==> src/rtl/williams2_loader_pkg.sv <==
// Shared types for the williams2 ROM loader: FSM states, FIFO entry layout
// and ROM region indices used to build the one-hot region select.
package williams2_loader_pkg;

  typedef enum logic [2:0] {
    ST_IDLE,
    ST_LOAD,
    ST_DRAIN,
    ST_HOLD,
    ST_RUN
  } loader_state_t;

  typedef struct packed {
    logic [17:0] addr;
    logic [7:0]  data;
  } fifo_entry_t;

  localparam logic [1:0] REGION_CPU  = 2'd0;
  localparam logic [1:0] REGION_SND  = 2'd1;
  localparam logic [1:0] REGION_GFX  = 2'd2;
  localparam logic [1:0] REGION_PROM = 2'd3;

  function automatic logic [3:0] region_sel(input logic [1:0] region);
    logic [3:0] sel;
    sel = 4'b0000;
    case (region)
      REGION_CPU:  sel = 4'b0001;
      REGION_SND:  sel = 4'b0010;
      REGION_GFX:  sel = 4'b0100;
      REGION_PROM: sel = 4'b1000;
      default:     sel = 4'b0000;
    endcase
    return sel;
  endfunction

endpackage

==> src/rtl/williams2_loader_fifo.sv <==
// Two-entry synchronous FIFO between the HPS byte stream and the ROM write port.
// The caller gates push/pop; a push while full is only legal with a pop in the same cycle.
module williams2_loader_fifo
  import williams2_loader_pkg::*;
(
  input  logic        clk_sys,
  input  logic        reset_n,
  input  logic        push,
  input  fifo_entry_t push_data,
  input  logic        pop,
  output fifo_entry_t head,
  output logic        full,
  output logic        empty
);

  fifo_entry_t mem [2];
  logic        rd_ptr;
  logic        wr_ptr;
  logic [1:0]  count;

  assign head  = mem[rd_ptr];
  assign full  = (count == 2'd2);
  assign empty = (count == 2'd0);

  always_ff @(posedge clk_sys or negedge reset_n) begin
    if (!reset_n) begin
      mem[0] <= '0;
      mem[1] <= '0;
      rd_ptr <= 1'b0;
      wr_ptr <= 1'b0;
      count  <= 2'd0;
    end else begin
      if (push) begin
        mem[wr_ptr] <= push_data;
        wr_ptr      <= ~wr_ptr;
      end
      if (pop) rd_ptr <= ~rd_ptr;
      count <= count + {1'b0, push} - {1'b0, pop};
    end
  end

endmodule

==> src/rtl/williams2_rom_loader.sv <==
// Streams the HPS ROM download into the williams2 ROM write port and sequences core reset.
// Build option ROM_CHECKSUM_EN adds the rom_sum output and the EXP_SUM check.
module williams2_rom_loader
  import williams2_loader_pkg::*;
#(
  parameter logic [15:0] ROM_INDEX = 16'd0,
  parameter logic [17:0] ROM_SIZE  = 18'h2C000,
  parameter int unsigned REL_DELAY = 1024,
  parameter int unsigned CNT_W     = 19
`ifdef ROM_CHECKSUM_EN
  ,
  parameter logic [15:0] EXP_SUM   = 16'h0000
`endif
) (
  input  logic        clk_sys,
  input  logic        reset_n,
  input  logic        ioctl_download,
  input  logic        ioctl_wr,
  input  logic [24:0] ioctl_addr,
  input  logic [7:0]  ioctl_dout,
  input  logic [15:0] ioctl_index,
  output logic [17:0] dn_addr,
  output logic [7:0]  dn_data,
  output logic        dn_wr,
  input  logic        dn_ready,
  output logic [3:0]  dn_sel,
  output logic        core_reset,
  output logic        load_done,
  output logic        load_err
`ifdef ROM_CHECKSUM_EN
  ,
  output logic [15:0] rom_sum
`endif
);

  // state  | meaning
  // IDLE   | power-up, core held in reset, waiting for a matching download
  // LOAD   | accepting ioctl bytes into the FIFO
  // DRAIN  | download ended, flushing FIFO to the write port
  // HOLD   | settle delay before core release
  // RUN    | core running, load result latched

  localparam int unsigned HOLD_W = (REL_DELAY > 1) ? $clog2(REL_DELAY) : 1;

  loader_state_t     state;
  logic [CNT_W-1:0]  byte_cnt;
  logic [HOLD_W-1:0] hold_cnt;
  logic              overrun;
  logic              overflow;
  logic              sum_bad;

  fifo_entry_t       head;
  fifo_entry_t       push_data;
  logic              fifo_full;
  logic              fifo_empty;
  logic              dl_match;
  logic              in_range;
  logic              wr_load;
  logic              push;
  logic              pop;

  assign dl_match  = ioctl_download && (ioctl_index == ROM_INDEX);
  assign in_range  = (ioctl_addr < {7'd0, ROM_SIZE});
  assign wr_load   = (state == ST_LOAD) && ioctl_wr;
  assign pop       = !fifo_empty && dn_ready;
  // A full FIFO still takes the byte when the head leaves in the same cycle.
  assign push      = wr_load && in_range && (!fifo_full || pop);
  assign push_data = '{addr: ioctl_addr[17:0], data: ioctl_dout};

  williams2_loader_fifo u_fifo (
    .clk_sys   (clk_sys),
    .reset_n   (reset_n),
    .push      (push),
    .push_data (push_data),
    .pop       (pop),
    .head      (head),
    .full      (fifo_full),
    .empty     (fifo_empty)
  );

  assign dn_wr   = !fifo_empty;
  assign dn_addr = head.addr;
  assign dn_data = head.data;
  assign dn_sel  = dn_wr ? region_sel(head.addr[17:16]) : 4'b0000;

`ifdef ROM_CHECKSUM_EN
  logic [15:0] sum_q;

  always_ff @(posedge clk_sys or negedge reset_n) begin
    if (!reset_n) begin
      sum_q <= 16'h0000;
    end else if (((state == ST_IDLE) || (state == ST_RUN)) && dl_match) begin
      sum_q <= 16'h0000;
    end else if (pop) begin
      sum_q <= sum_q + {8'h00, head.data};
    end
  end

  assign rom_sum = sum_q;
  assign sum_bad = (EXP_SUM != 16'h0000) && (sum_q != EXP_SUM);
`else
  assign sum_bad = 1'b0;
`endif

  always_ff @(posedge clk_sys or negedge reset_n) begin
    if (!reset_n) begin
      state      <= ST_IDLE;
      byte_cnt   <= '0;
      hold_cnt   <= '0;
      overrun    <= 1'b0;
      overflow   <= 1'b0;
      core_reset <= 1'b1;
      load_done  <= 1'b0;
      load_err   <= 1'b0;
    end else begin
      if (push && (byte_cnt != '1)) byte_cnt <= byte_cnt + 1'b1;
      if (wr_load && !in_range) overflow <= 1'b1;
      if (wr_load && in_range && fifo_full && !pop) overrun <= 1'b1;

      case (state)
        ST_IDLE, ST_RUN: begin
          if (dl_match) begin
            state      <= ST_LOAD;
            byte_cnt   <= '0;
            overrun    <= 1'b0;
            overflow   <= 1'b0;
            load_done  <= 1'b0;
            load_err   <= 1'b0;
            core_reset <= 1'b1;
          end
        end
        ST_LOAD: begin
          if (!ioctl_download) state <= ST_DRAIN;
        end
        ST_DRAIN: begin
          if (fifo_empty) begin
            state    <= ST_HOLD;
            hold_cnt <= HOLD_W'(REL_DELAY - 1);
          end
        end
        ST_HOLD: begin
          if (hold_cnt == '0) begin
            state      <= ST_RUN;
            core_reset <= 1'b0;
            load_done  <= 1'b1;
            load_err   <= overrun || overflow || sum_bad ||
                          (byte_cnt != CNT_W'(ROM_SIZE));
          end else begin
            hold_cnt <= hold_cnt - 1'b1;
          end
        end
        default: state <= ST_IDLE;
      endcase
    end
  end

endmodule
==> config.mk <==
export PLATFORM = sky130hd
export DESIGN_NAME = williams2_rom_loader
export DESIGN_NICKNAME = d
export VERILOG_FILES = /design/src/rtl/williams2_loader_pkg.sv /design/src/rtl/williams2_loader_fifo.sv /design/src/rtl/williams2_rom_loader.sv
export SDC_FILE = /design/constraint.sdc
export NUM_CORES = 1
export LEC_CHECK = 0
export CORE_UTILIZATION = 40
export DETAILED_ROUTE_END_ITERATION = 12
export GPL_TIMING_DRIVEN = 0
export HOLD_SLACK_MARGIN = 0.12
export PLACE_DENSITY = 0.67
export SLEW_MARGIN = 15
export SYNTH_ARGS = -nofsm -noshare
export SYNTH_HDL_FRONTEND = slang
export SYNTH_SLANG_ARGS = --single-unit
==> constraint.sdc <==
create_clock -name clk_sys -period 2.6 [get_ports clk_sys]
set_input_delay 0.52 -clock clk_sys [delete_from_list [all_inputs] [get_ports clk_sys]]
set_output_delay 0.52 -clock clk_sys [all_outputs]
set_load 0.1 [all_outputs]
==> results.py <==
metrics = {
    "route": {
        "initialDrtViolationCount": 204,
        "via_per_inst": 5.47,
        "first_pass_iters": 4,
        "drt_wl_total_um": 10300,
        "num_vias": 3511,
        "antenna_left": 0,
        "post_drt_wl_per_cell_um": 16.0,
        "drcViolationCount": 0,
    },
    "floorplan": {
        "initial_core_util_pct": 41.4,
        "dieHeight_um": 108,
        "num_rows": 38,
        "die_w_um": 108,
        "io_pins": 88,
        "die-area_um2": 11700,
        "coreArea_um2": 10900,
    },
    "finish": {
        "fin_nets": 556,
        "nFillCells": 930,
        "antenna_cells": 0,
        "syn2layout_area_growth_pct": 34.2,
        "drive_gt1_share_pct": 30.1,
    },
    "global_routing": {
        "grt.overflow.total": 0,
        "grt_max_degree": 52,
        "grt_first_pass_wirelength_um": 17200,
        "grt_pass1_vias": 3529,
        "antenna_found_initial": 0,
        "grt_use_total_pct": 18.9,
    },
    "worst_hold_path": {
        "hold_class": "in2async",
    },
    "setup_path": {
        "r2r_start": "state[2]$_DFFE_PN0P_",
        "cp_max_fo": 10,
        "setup.worst_path.class": "in2reg",
        "cp.arrival_ns": 2.75,
        "crit_path_start": "ioctl_addr[24]",
        "required_ns": 2.81,
        "crit_path_end_kind": "flip-flop",
        "start_kind": "primary input",
        "r2r_slack_ns": 0.18,
        "rr_worst_depth": 6,
    },
    "place": {
        "dp.final_hpwl_um": 7220,
        "gp_congestion": 0.836,
        "dp_slack_ns": -0.750,
        "numPortBuffers": 87,
    },
    "yosys": {
        "synth_edf_count": 0,
        "avgSynthCellArea_um2": 11.5,
        "yosysSeqAreaShare_pct": 51.5,
        "synthesis.area_um2": 4530,
        "synth.distinct_cells": 49,
        "synth-main-ff-cell": "dfrtp_1",
        "ys_ff_latch": 93,
        "synthMostInstantiatedCell": "dfrtp_1",
        "ys_warn_count": 0,
        "syn_nets": 453,
        "netlist.area_leader.share_pct": 50.9,
        "synth_area_leaders": "dfrtp_1 (51%), mux2_2 (19%), nand2_1 (2.3%)",
        "synthTopCellsByCount": "dfrtp_1 (92), mux2_2 (76), nand2_1 (28)",
        "post-synth-top-area-cell": "dfrtp_1",
        "synthCells": 394,
        "async_flop_share_pct": 100,
    },
    "run_status": {
        "status": "complete, no violations",
    },
    "sta": {
        "setup_viol": 0,
        "setup_ws_ns": 0.0514,
        "post-route-period-util_pct": 98.0,
        "grt_setup_unrepaired": "false",
        "skew_ns": 0.00907,
        "maxSlewViolCount": 0,
        "worstMarginPinSlew_ns": 0.974,
        "slew_headroom_pct": 34.9,
        "fmax_mhz": 392,
        "finalHoldViolCount": 0,
        "min_period_ns": 2.55,
    },
    "power_and_ir_drop": {
        "leakagePower_nw": 2.76,
        "finalPower_w": 0.00384,
        "power_density_nw_per_um2": 631,
        "vdd_ir_drop_max_mv": 0.346,
    },
    "clock_network": {
        "clockBufferDepth": 2,
        "cts_tree": "done",
        "htree_levels": 3,
        "cts.reportedPaths.clkPinSlew_ns": 0.07,
        "clock_latency_ns": 0.35,
        "cts_buffers": 9,
        "clockRootBuffer": "clkbuf_16",
        "clock_sinks": 93,
    },
    "flow_run": {
        "cap_viol_max_count": 0,
    },
}
-- worst max-delay path: stages --
cell	delay [ns]
clkdlybuf4s50_1	0.40
or3_4	0.33
or4b_4	0.64
a211o_4	0.33
clkbuf_8	0.18
o31ai_2	0.27
a21oi_2	0.08
-- power by group --
group,total [W],leakage [nW],internal (W),switching [W]
Clock,0.00132,0.143,0.000752,0.000568
Sequential,0.00168,1.23,0.00156,0.000118
Combinational,0.000839,1.39,0.000332,0.000507
-- metrics by stage --
step           hold slack [ns]  setup TNS (ns)  instance area, um^2  cells  utilization [%]
2_1_floorplan            0.224           -3.14                 4650    394                -
3_3_place_gp             0.479         -272.22                 5700    621             52.1
3_5_place_dp             0.473          -57.18                 5720    622             52.3
4_1_cts                  0.190               0                 6100    642             55.8
5_1_grt                  0.207               0                 6070    642             55.5
6_report                 0.169               0                 6070    642             55.5
-- final cells by class --
class / count / area, um^2 / area share, %
multi-input cells: 276 / 2260 / 37.2
clock buffers: 10 / 229 / 3.77
inverters: 13 / 48.8 / 0.803
well taps: 140 / 175 / 2.88
repair buffers: 93 / 882 / 14.5
plain buffers: 11 / 83.8 / 1.38
flip-flops and latches: 93 / 2330 / 38.4
clock inverters: 6 / 68.8 / 1.13
-- cell usage in the layout, fill, tap and decap left out, types with 3 or more instances in the layout --
master,synthesis,routed
nor4_1,7,7
clkdlybuf4s50_1,0,49
buf_4,2,6
inv_1,13,13
nor2_1,21,19
nand4_1,5,5
dlygate4sd2_1,0,10
mux2_2,76,56
clkbuf_16,0,9
a21oi_1,19,18
ha_1,5,5
or4_1,11,10
nand2_1,28,28
nand3_1,9,9
nor4b_1,3,3
mux2i_1,4,3
o31ai_1,5,4
xnor2_1,8,8
o211ai_1,4,4
or3_1,10,9
and3_1,4,4
clkbuf_4,0,3
dfrtp_1,92,91
buf_2,3,13
mux2_4,0,20
and4_1,3,3
clkbuf_1,8,5
o21ai_0,12,12
clkdlybuf4s15_2,0,11
o2111ai_1,3,3
nor3_1,10,8
-- metal layers --
metal	part of all wire, %	GRT usage [%]	vias to the layer above
met3	6.4	5.97	9
met5	0	0	-
met1	46	24.7	1738
met2	46	31.1	111
li1	-	-	1653
met4	0.73	3.38	0
-- sequential cells by signal, indices dropped and copies added, names as in the netlist --
register / count
hold_cnt: 10
u_fifo.count: 2
byte_cnt: 19
overflow: 1
overrun: 1
u_fifo.wr_ptr: 1
state: 3
load_err: 1
u_fifo.rd_ptr: 1
core_reset: 1
u_fifo.mem: 52
load_done: 1
-- kinds of logic after synthesis --
logic type | count (synthesis) | synth area share (%)
AO/OA/AOI/OAI | 55 | 7.82
XOR/XNOR | 10 | 1.94
adder cells (fa/ha/maj) | 5 | 1.38
buffers and inverters | 26 | 2.41
flip-flops | 93 | 51.5
multiplexers | 80 | 19.8
AND/OR/NAND/NOR | 125 | 15.2
-- what timing repair did --
| action | 4_1_cts | 5_1_grt |
|---|---|---|
| pin swaps | 7 | 4 |
| endpoints found under the setup margin | 97 | 24 |
| setup buffers | 4 | 0 |
| resized for setup | 115 | 22 |
| hold endpoints to repair | 0 | 0 |
| hold buffers | 0 | 0 |
| cloned | 2 | 0 |
-- path summary, 6_finish.rpt --
kind	to
max in group asynchronous	core_reset$_DFFE_PN1P_
min reg2reg	load_done$_DFFE_PN0P_
max	byte_cnt[8]$_DFF_PN0_
min in group clk_sys	load_done$_DFFE_PN0P_
max reg2reg	byte_cnt[8]$_DFF_PN0_
min	u_fifo.mem[42]$_DFFE_PN0P_
No activity file was read; power rests on OpenSTA's default activity.
